<file path="config.mk">
export PLATFORM = sky130hd
export DESIGN_NAME = ccr_unit
export DESIGN_NICKNAME = d
export VERILOG_FILES = /design/src/rtl/ccr_pkg.sv /design/src/rtl/ccr_unit_flag_save_stack.sv /design/src/rtl/ccr_unit.sv
export SDC_FILE = /design/constraint.sdc
export NUM_CORES = 1
export LEC_CHECK = 0
export CORE_MARGIN = 8
export CORE_UTILIZATION = 45
export DETAILED_ROUTE_END_ITERATION = 12
export GPL_TIMING_DRIVEN = 0
export PLACE_DENSITY = 0.76
export SLEW_MARGIN = 20
export SYNTH_ARGS = -nofsm -noshare
export SYNTH_HDL_FRONTEND = slang
export SYNTH_SLANG_ARGS = --single-unit
export TNS_END_PERCENT = 5
</file>
<file path="constraint.sdc">
create_clock -name clk -period 2.1 [get_ports clk]
set_input_delay 0.42 -clock clk [delete_from_list [all_inputs] [get_ports clk]]
set_output_delay 0.42 -clock clk [all_outputs]
set_load 0.1 [all_outputs]
</file>
<file path="src/rtl/ccr_pkg.sv">
// Shared definitions for the condition-code register stage: flag bit positions,
// jump-condition encodings and the packed flag type.
package ccr_pkg;

  localparam int FLAG_Z = 0;
  localparam int FLAG_N = 1;
  localparam int FLAG_C = 2;

  typedef enum logic [1:0] {
    JC_ALWAYS = 2'b00,
    JC_Z      = 2'b01,
    JC_N      = 2'b10,
    JC_C      = 2'b11
  } jmp_cond_e;

  typedef logic [2:0] flags_t;

endpackage

</file>
<file path="src/rtl/ccr_unit_flag_save_stack.sv">
// LIFO of flag snapshots used across interrupt entry / RTI.
// Occupancy never wraps; push when full and pop when empty are ignored.
module flag_save_stack
  import ccr_pkg::*;
#(
  parameter int SAVE_DEPTH = 2
) (
  input  logic   clk,
  input  logic   rst,
  input  logic   push,
  input  logic   pop,
  input  flags_t din,
  output flags_t top,
  output logic   full,
  output logic   empty
);

  localparam int PW = $clog2(SAVE_DEPTH + 1);

  flags_t        mem [SAVE_DEPTH];
  logic [PW-1:0] cnt;

  assign full  = (cnt == PW'(SAVE_DEPTH));
  assign empty = (cnt == '0);

  always_comb begin
    top = '0;
    for (int i = 0; i < SAVE_DEPTH; i++) begin
      if (cnt == PW'(i + 1)) top = mem[i];
    end
  end

  // Only the occupancy count is reset; entry contents are qualified by it.
  always_ff @(posedge clk) begin
    if (rst) begin
      cnt <= '0;
    end else if (push && !full && !pop) begin
      cnt <= cnt + PW'(1);
    end else if (pop && !empty && !push) begin
      cnt <= cnt - PW'(1);
    end
  end

  always_ff @(posedge clk) begin
    for (int i = 0; i < SAVE_DEPTH; i++) begin
      if (push && !full && !pop && cnt == PW'(i)) mem[i] <= din;
    end
  end

endmodule

</file>
<file path="src/rtl/ccr_unit.sv">
// Condition-code register stage behind the ALU: flag update, conditional-jump
// evaluation with consume-on-branch, and interrupt save/restore of flags.
module ccr_unit
  import ccr_pkg::*;
#(
  parameter int SAVE_DEPTH = 2
) (
  input  logic       clk,
  input  logic       rst,
  input  logic       stall,
  input  logic       alu_en,
  input  logic       alu_cf,
  input  logic       alu_nf,
  input  logic       alu_zf,
  input  logic [2:0] alu_flag_mask,
  input  logic       setc,
  input  logic       clrc,
  input  logic       jmp_req,
  input  logic [1:0] jmp_cond,
  input  logic       save,
  input  logic       restore,
  output logic [2:0] flags,
  output logic       jmp_taken,
  output logic       save_full,
  output logic       save_empty,
  output logic       err
);

  flags_t flags_q;
  flags_t flags_nxt;
  flags_t stack_top;
  logic   cond_ok;
  logic   push_ok;
  logic   pop_ok;
  logic   err_evt;

  function automatic int tested_bit(input logic [1:0] cond);
    case (cond)
      JC_Z:    return FLAG_Z;
      JC_N:    return FLAG_N;
      default: return FLAG_C;
    endcase
  endfunction

  // Ordered update: branch consume, then ALU write-back, then SETC/CLRC.
  function automatic flags_t calc_next(input flags_t cur, input logic taken,
                                       input logic [1:0] cond, input logic en,
                                       input logic [2:0] mask, input flags_t alu,
                                       input logic sc, input logic cc);
    flags_t n;
    n = cur;
    if (taken && cond != JC_ALWAYS) n[tested_bit(cond)] = 1'b0;
    if (en) begin
      for (int i = 0; i < 3; i++) begin
        if (mask[i]) n[i] = alu[i];
      end
    end
    if (cc)      n[FLAG_C] = 1'b0;
    else if (sc) n[FLAG_C] = 1'b1;
    return n;
  endfunction

  assign cond_ok   = (jmp_cond == JC_ALWAYS) || flags_q[tested_bit(jmp_cond)];
  assign jmp_taken = jmp_req && cond_ok;
  assign flags_nxt = calc_next(flags_q, jmp_taken, jmp_cond, alu_en, alu_flag_mask,
                               {alu_cf, alu_nf, alu_zf}, setc, clrc);

  assign push_ok = !stall && save && !restore && !save_full;
  assign pop_ok  = !stall && restore && !save && !save_empty;
  assign err_evt = (save && restore) || (save && save_full) || (restore && save_empty);

  flag_save_stack #(.SAVE_DEPTH(SAVE_DEPTH)) u_stack (
    .clk   (clk),
    .rst   (rst),
    .push  (push_ok),
    .pop   (pop_ok),
    .din   (flags_nxt),
    .top   (stack_top),
    .full  (save_full),
    .empty (save_empty)
  );

  // Architectural flag register and sticky error
  always_ff @(posedge clk) begin
    if (rst) begin
      flags_q <= '0;
      err     <= 1'b0;
    end else if (!stall) begin
      flags_q <= pop_ok ? stack_top : flags_nxt;
      if (err_evt) err <= 1'b1;
    end
  end

  assign flags = flags_q;

endmodule

</file>
=== Word-level counts from Yosys, hierarchy flattened ===
Memory sizes are Yosys's and may differ from the RTL's.
Cells that the tools add are included.

* Register bits: 6
* Bits in writable memories: 6
* Bits of input ports: 17
* Output and inout bits: 7
* Logic and storage cells: 76
* Memories: 1

* $add $sub $neg: 2
* $lt $le $gt $ge: 3
* Eq/ne operators: 4
* Muxes and demuxes: 26
* Bitwise logic cells: 3
* Reduce and logical (&&, ||, !) cells: 34

{| class="wikitable"
|+ Memory list
! name !! words !! width !! read ports !! clocked after Yosys merged registers in !! wr ports !! line !! RTL
|-
| u_stack.mem || 2 || 3 || 2 || 0 || 1 || ccr_unit_flag_save_stack.sv:20 || <nowiki>flags_t mem [SAVE_DEPTH];</nowiki>
|}

{| class="wikitable"
|+ Operators by type and width
! operator !! number
|-
| $lt A32 B4 Y1 const B || 2
|-
| $ge A32 B1 Y1 const B || 1
|-
| $mux W32 || 1
|-
| $logic_and A1 B1 Y1 || 18
|-
| $mux W3 || 6
|-
| $mux W1 || 14
|-
| $logic_not A1 Y1 || 7
|-
| $eq A2 B1 Y1 const B || 2
|-
| $eq A2 B2 Y1 const B || 2
|-
| $logic_not A2 Y1 || 2
|-
| $mux W2 || 2
|-
| $pmux W2 S2 || 1
|-
| $reduce_bool A2 Y1 || 2
|-
| $and A3 B3 Y3 || 1
|-
| $logic_or A1 B1 Y1 || 3
|-
| $not A3 Y3 || 1
|-
| $reduce_or A3 Y1 || 1
|-
| $add A2 B1 Y2 const B || 1
|-
| $bmux W1 S2 || 1
|-
| $demux W1 S2 || 1
|-
| $reduce_and A2 Y1 || 1
|-
| $sub A2 B1 Y2 const B || 1
|-
| $not A1 Y1 || 1
|}

=== Logic depth before layout (Yosys ltp) ===
Gate-level depths: netlist (run 1).

* Depth after elaboration: 21
* Depth in mapped cells: 7
* Depth with buffers taken out: 6

=== Modules after synthesis ===
A second synthesis (run 1) with hierarchy kept.

* Cell total of the unflattened synthesis: 88
* Area total of the unflattened synthesis: 839.6 um2

{| class="wikitable"
|+ By module, submodules not included
! module !! times used !! cells each !! area each (um2) !! seq. area each (um2)
|-
| ccr_unit || 1 || 58 || 442.9 || 80.1
|-
| flag_save_stack || 1 || 30 || 396.6 || 220.2
|}

=== Worst setup path before layout (run 1) ===
Ideal clock, no wire load.

* Path kind: flip-flop to output port
* Start: register flags_q[0], in the netlist flags[0]
* End: output jmp_taken
* Arrival: 2.744 ns
* Required time: 1.680 ns
* Setup slack: -1.064 ns
* Stages on the path, launching flop included: 4
* Buffers on the path: 0
* Path through: dfxtp_1 mux2_4 a221oi_1 nor2b_1

* Longest elaborated chain between the ends: 5

{| class="wikitable"
|+ RTL lines
! what !! line !! RTL
|-
| from (decl) || ccr_unit.sv:29 || <nowiki>flags_t flags_q;</nowiki>
|-
| from (signal assigned) || ccr_unit.sv:89 || <nowiki>flags_q <= pop_ok ? stack_top : flags_nxt;</nowiki>
|-
| $bmux W1 S2 || ccr_unit.sv:63 || <nowiki>assign cond_ok = (jmp_cond == JC_ALWAYS) || flags_q[tested_bit(jmp_cond)];</nowiki>
|-
| $mux W1 (not written as such) (2 in series) || ccr_unit.sv:63 ||
|-
| $logic_or A1 B1 Y1 || ccr_unit.sv:63 ||
|-
| $logic_and A1 B1 Y1 || ccr_unit.sv:64 || <nowiki>assign jmp_taken = jmp_req && cond_ok;</nowiki>
|-
| to (decl) || ccr_unit.sv:23 || <nowiki>output logic jmp_taken,</nowiki>
|}

No other way between the ends. The select of a mux whose other input is x is not followed.

=== Worst setup path in the final report (run 1) ===
* Start: input jmp_cond[0]
* End: output jmp_taken

* Longest elaborated chain between the ends: 7
* Elaborated cells between the ends (all ways): 9
* Classes of those cells: 2 x eq/ne; 4 x mux; 3 x reduce/logical

{| class="wikitable"
|+ RTL lines
! what !! line !! RTL
|-
| from (decl) || ccr_unit.sv:19 || <nowiki>input logic [1:0] jmp_cond,</nowiki>
|-
| $eq A2 B2 Y1 or $eq A2 B1 Y1 (tied branches) || ccr_unit.sv:38 || <nowiki>case (cond)</nowiki>
|-
| $pmux W2 S2 || ccr_unit.sv:38 ||
|-
| $bmux W1 S2 || ccr_unit.sv:63 ||
|-
| $mux W1 (not written as such) (2 in series) || ccr_unit.sv:63 ||
|-
| $logic_or A1 B1 Y1 * || ccr_unit.sv:63 ||
|-
| $logic_and A1 B1 Y1 * || ccr_unit.sv:64 ||
|}

Every way passes the cells marked *; elsewhere a longest branch is shown, timed or not. The select of a mux whose other input is x is not followed.

==> impl_metrics.csv, run 1 <==
group,metric,value,unit
setup_path,critPathKind,"primary input to output pin",
sta,fin_crit_sh,97.4,%
sta,finalMaxSlewViolations,0,
routing,drtAntennaViolNets,0,
routing,drtIter0Drc,20,
power_and_ir_drop,p_per_area,558,nW/um^2
place,portBuffers,23,
global_route,grt_max_degree,9,
die,start_util,47.5,%
place,dpl.hpwl,1.69,mm
die,pin_count,24,
clock_network,cts_tree,"built",
clock_network,root_buffer,"clkbuf_4",
power_and_ir_drop,seqPwrFrac,40.6,%
die,die_w,58.4,um
die,core_area,1710,um^2
sta,worst_pin_slew,0.987,ns
sta,setup_viol,0,
sta,rsz0062_at_grt,"false",
die,die_height,58.4,um
setup_path,cp.buffers_inverters,3,
place,place_area,1080,um^2
global_route,grt_usage,13.8,%
die,dieArea,3420,um^2
synthesis,synth_area,811,um^2
place,placedCellCount,132,
power_and_ir_drop,power_leakage,0.486,nW
sta,min_period,2.05,ns
synthesis,async_reset_ff_share,0,%
power_and_ir_drop,vdd_ir_drop_max,0.396,mV
synthesis,seq_area_frac_synth,37.0,%
routing,routed_wl,2.21,mm
setup_path,critPathMaxStageDelay,0.33,ns
routing,first_pass_iters,4,
routing,post-route-drc-count,0,
setup_path,crit_chain,"buf_6 > inv_4 > ha_4 > mux2_4 > a221oi_4 > nor2b_4 > buf_12",
sta,max_slew_margin,34.5,%
min_path,min-delay-start,"err$_SDFFE_PP0P_",
clock_network,cts_hold_repair.buffers,0,
sta,hold_viol_final,0,
setup_path,cp.depth,7,
setup_path,startpoint,"jmp_cond[0]",
status,run_status,"finished, final reports clean",
global_route,grt_pass1_wl,3.70,mm
setup_path,worst_setup_path_start_kind,"primary input",
setup_path,reg2reg_from,"u_stack.cnt[0]$_SDFFE_PP0P_",
global_route,first_global_vias,796,
setup_path,crit_required,1.68,ns
synthesis,synth_commonest_cells,"nand2_1, nor2_1",
power_and_ir_drop,p_comb_share,36.8,%
setup_path,crit_path_top_delay_cell,"mux2_4",
setup_path,crit_path_end_kind,"output pin",
clock_network,cts_num_sinks,12,
power_and_ir_drop,clkPwrFrac,22.6,%
power_and_ir_drop,internal-power,0.000427,W
clock_network,htreeDepth,1,
synthesis,yosysTopAreaCellShare,22.2,%
routing,routedWlPerCell,15.9,um
power_and_ir_drop,sw_frac_of_total,35.4,%
final_layout,drive_above_1_share,23.7,%
synthesis,synth_seq_cells,12,
synthesis,syn-num-nets,107,
routing,vias,773,
clock_network,clk_pin_slew,0.07,ns
min_path,hold_class,"register to register",
flow_run,maxCapViolCount,0,
setup_path,path_max_fanout,4,
synthesis,synth_cells,84,
setup_path,worstRegToRegCells,6,
final_layout,nets,138,
min_path,whs_path_depth,2,
sta,fmax,0.489,GHz
routing,viasPerCell,5.56,
power_and_ir_drop,p_total,0.000660,W
final_layout,antenna_cells,0,
setup_path,arrival,1.63,ns
setup_path,cp_top_family,"buffers and inverters",
sta,whs,0.484,ns
final_layout,finalInstanceArea,1180,um^2
clock_network,clk_latency,0.27,ns
die,rows,15,
final_layout,area_growth,46.0,%
synthesis,yosysMostFrequentCell,"nand2_1",
synthesis,synth_area_leader_cell,"edfxtp_1",
synthesis,synth.area.top_cells,"edfxtp_1, dfxtp_1, ha_1",
clock_network,cts-buffers-inserted,3,
sta,clock_skew,0.00125,ns
global_route,overflow,0,
synthesis,ys_warn_count,0,
place,gp_congestion,0.777,
final_layout,layoutNonFillerInstCount,139,
global_route,antenna_found_initial,0,
synthesis,synth_edf_count,6,
synthesis,synthDistinctLibCells,30,
clock_network,clockBufferDepth,2,
power_and_ir_drop,switching_power,0.000234,W
synthesis,syn_avg_cell_area,9.65,um^2
synthesis,synth_ff_type,"edfxtp_1",
## cell usage in the layout, fill, tap and decap left out, types with 4 or more instances in the layout
master / synthesis / final
clkdlybuf4s50_1: 0 / 14
dlygate4sd2_1: 0 / 4
ha_1: 6 / 4
inv_1: 6 / 5
nand2_1: 11 / 11
a21oi_1: 4 / 4
edfxtp_1: 6 / 6
nor2_1: 7 / 6
## power by group through the flow
stage | clock [W] | combinational (W) | sequential, W
global placement | 0 | 0.000216 | 0.000272
CTS | 0.000155 | 0.000233 | 0.000268
floorplan | 0 | 0.000109 | 0.000311
global route | 0.000162 | 0.000259 | 0.000269
detailed placement | 0 | 0.000221 | 0.000273
finish | 0.000150 | 0.000243 | 0.000268
## state kept, by name (all words and copies together) (netlist names)
name,count
u_stack.mem,6
flags,3
u_stack.cnt,2
err,1
## what timing repair did
item,in CTS,in global routing
endpoints found under the setup margin,14,1
setup buffers,0,3
pin swaps,2,3
hold endpoints to repair,0,0
resized for setup,32,5
## layout make-up
class / instances / area [um^2]
clock buffers: 4 / 26.3
flip-flops and latches: 12 / 304
plain buffers: 1 / 5.00
inverters: 6 / 25.0
multi-input cells: 65 / 536
repair buffers: 26 / 256
well taps: 25 / 31.3
fillers: 136 / 524
## worst register-to-register path, cell delays in order, from the launching register on
cell and delay (ns):
dfxtp_1 0.34, inv_1 0.08, ha_1 0.28, nor3b_4 0.34
o211ai_1 0.20, a41o_1 0.28, a21o_1 0.17
## logic make-up after synthesis
family                     Yosys count  share of synthesized area, %
and+or+nand+nor                     31                          22.2
AOI/OAI and AO/OA                   26                          25.2
DFF                                 12                          37.0
buffers and inverters                7                          3.39
adders and majority gates            6                          9.26
xor gates and xnor gates             1                          1.08
muxes                                1                          1.85
## metrics by stage
step | utilization, % | TNS (ns) | worst slack, ns
4_1_cts | 67.6 | -0.0187 | -0.0187
6_report | 69.3 | 0 | 0.0536
3_3_place_gp | 63.4 | -3.93 | -1.31
3_5_place_dp | 63.4 | -4.73 | -1.32
2_1_floorplan | - | -0.107 | -0.0536
5_1_grt | 69.3 | 0 | 0.0113
## final timing paths
kind | to | slack (ns)
min reg2reg | err$_SDFFE_PP0P_ | 0.48
max reg2reg | flags[1]$_SDFFE_PP0N_ | 0.30
min | err$_SDFFE_PP0P_ | 0.48
max | jmp_taken | 0.05
## layer usage
layer  global-route usage, %  share of wire, %  vias up
met4                    4.90               1.4        0
met5                       0                 0        -
met3                    3.26               8.6        4
met2                    23.5                50       33
met1                    16.5                40      358
li1                        -                 -      378
Power figures use the tool's default switching activity.
==> inputs of run 2 (changes only) <==
PLACE_DENSITY = unset   (was 0.76)
PLACE_DENSITY_LB_ADDON = 0.08   (was unset)
==> run 2 against run 1 <==
  * First-iteration DRC count fell by 55%
  * Global-route usage decreased by 2.1 points
  * Via count down 4.9%
  * Design area decreased by 2.2%
  * Routed wire length is 12% lower
  * Clock-buffer cell count is 1 lower
  * Sequential cell count unchanged
  * Power is 2.0% lower
  * Sequential share of layout area up 0.58 points
==> impl_metrics.csv, run 2 (synthesis gave the netlist of run 1 again) <==
group,metric,value,unit
min_path,hold_class,"register to register",
final_layout,mostFrequentLayoutCell,"clkdlybuf4s50_1",
die,dieArea,3420,um^2
clock_network,clk_pin_slew,0.07,ns
sta,fmax,0.490,GHz
setup_path,crit_chain,"buf_2 > inv_2 > ha_4 > mux2_4 > a221oi_4 > nor2b_4 > buf_12",
sta,tns,0,ns
sta,hold_viol_final,0,
global_route,grt_max_degree,9,
status,run_status,"finished, final reports clean",
setup_path,crit_path_top_delay_cell,"mux2_4",
final_layout,layoutNonFillerInstCount,137,
sta,whs,0.481,ns
setup_path,reg2reg_from,"u_stack.cnt[0]$_SDFFE_PP0P_",
power_and_ir_drop,internal-power,0.000416,W
setup_path,crit_required,1.68,ns
power_and_ir_drop,p_total,0.000647,W
die,die_height,58.4,um
final_layout,top_register,"u_stack.mem",
routing,vias,735,
die,core_area,1710,um^2
routing,drtAntennaViolNets,0,
setup_path,cp.buffers_inverters,3,
sta,min_period,2.04,ns
final_layout,n_fill_cell,131,
clock_network,root_buffer,"clkbuf_4",
place,place_ws,-1.32,ns
final_layout,antenna_cells,0,
global_route,grt_usage,11.7,%
routing,drtIter0Drc,9,
global_route,antenna_found_initial,0,
die,rows,15,
power_and_ir_drop,vdd_ir_drop_max,0.341,mV
clock_network,clk_latency,0.27,ns
power_and_ir_drop,sw_frac_of_total,35.6,%
routing,routedWlPerCell,14.1,um
final_layout,layout_common_cells,"clkdlybuf4s50_1, nand2_1, nor2_1",
power_and_ir_drop,p_comb_share,35.9,%
setup_path,path_max_fanout,5,
final_layout,area_growth,42.7,%
routing,viasPerCell,5.36,
clock_network,cts_num_sinks,12,
die,die_w,58.4,um
global_route,first_global_vias,708,
routing,post-route-drc-count,0,
power_and_ir_drop,clkPwrFrac,22.8,%
place,dpl.hpwl,1.54,mm
place,placedCellCount,132,
global_route,grt_pass1_wl,3.18,mm
setup_path,startpoint,"jmp_cond[0]",
min_path,min-delay-start,"err$_SDFFE_PP0P_",
clock_network,cts-buffers-inserted,3,
setup_path,arrival,1.62,ns
power_and_ir_drop,power_leakage,0.473,nW
routing,routed_wl,1.94,mm
power_and_ir_drop,p_per_area,559,nW/um^2
sta,finalMaxSlewViolations,0,
clock_network,clockBufferDepth,2,
die,pin_count,24,
clock_network,htreeDepth,1,
clock_network,cts_tree,"built",
place,portBuffers,23,
clock_network,cts_hold_repair.buffers,0,
sta,rsz0062_at_grt,"false",
final_layout,nets,136,
routing,first_pass_iters,4,
setup_path,critPathMaxStageDelay,0.32,ns
final_layout,drive_above_1_share,22.3,%
place,gp_congestion,0.697,
final_layout,largest_reg_flops,6,
sta,fin_crit_sh,97.3,%
flow_run,maxCapViolCount,0,
sta,max_slew_margin,35.8,%
setup_path,worst_setup_path_start_kind,"primary input",
setup_path,cp_top_family,"buffers and inverters",
sta,worst_pin_slew,0.967,ns
sta,clock_skew,0.00811,ns
sta,setup_ws,0.0575,ns
setup_path,crit_path_end_kind,"output pin",
power_and_ir_drop,switching_power,0.000231,W
die,start_util,47.5,%
sta,setup_viol,0,
global_route,overflow,0,
power_and_ir_drop,seqPwrFrac,41.3,%
setup_path,critPathKind,"primary input to output pin",
run 2: final timing paths:
check | endpoint | slack, ns | cells past startpoint
max | jmp_taken | 0.06 | 7
max reg2reg | flags[0]$_SDFFE_PP0N_ | 0.35 | 6
min reg2reg | err$_SDFFE_PP0P_ | 0.48 | 2
min | err$_SDFFE_PP0P_ | 0.48 | 2
run 2: layout make-up:
cell class	instances	area [um^2]	area share (%)
Multi-Input combinational cell	65	533	46.1
Clock inverter	1	3.75	0.324
Clock buffer	3	22.5	1.95
Tap cell	25	31.3	2.70
Buffer	1	5.00	0.432
Timing Repair Buffer	24	235	20.3
Sequential cell	12	304	26.3
Inverter	6	22.5	1.95
run 2: through the flow:
stage / area [um^2] / utilization [%]
2_1_floorplan: 822 / -
3_3_place_gp: 1080 / 63.4
3_5_place_dp: 1080 / 63.4
4_1_cts: 1160 / 68.1
5_1_grt: 1160 / 67.8
6_report: 1160 / 67.8
run 2: metal layers:
metal | vias up | share of wire, % | routed length (um) | global-route usage [%]
met5 | - | 0 | 0 | 0
met4 | 0 | 0.52 | 10 | 3.15
met3 | 2 | 5.9 | 115 | 4.35
met2 | 14 | 49 | 946 | 20.0
met1 | 341 | 45 | 865 | 13.2
li1 | 378 | - | - | -
run 2: timing repair:
item,in CTS,in global routing
setup buffers,1,0
endpoints found under the hold margin,0,0
gates resized for setup,32,2
setup endpoints to repair,11,1
pin swaps,2,1
run 2: worst register-to-register path, delay by kind of cell, from the launching register on:
| family | cells | cell delay [ns] |
|---|---|---|
| simple gates | 1 | 0.32 |
| buf+inv | 1 | 0.08 |
| flops | 1 | 0.34 |
| compound gates | 3 | 0.64 |
| fa+ha+maj | 1 | 0.27 |
run 2: power groups by stage:
stage | Clock [W] | Sequential, W | Combinational [W]
6_report | 0.000148 | 0.000267 | 0.000232
5_1_grt | 0.000159 | 0.000269 | 0.000247
4_1_cts | 0.000153 | 0.000267 | 0.000233
3_5_place_dp | 0 | 0.000272 | 0.000219
3_3_place_gp | 0 | 0.000272 | 0.000217
2_1_floorplan | 0 | 0.000311 | 0.000109
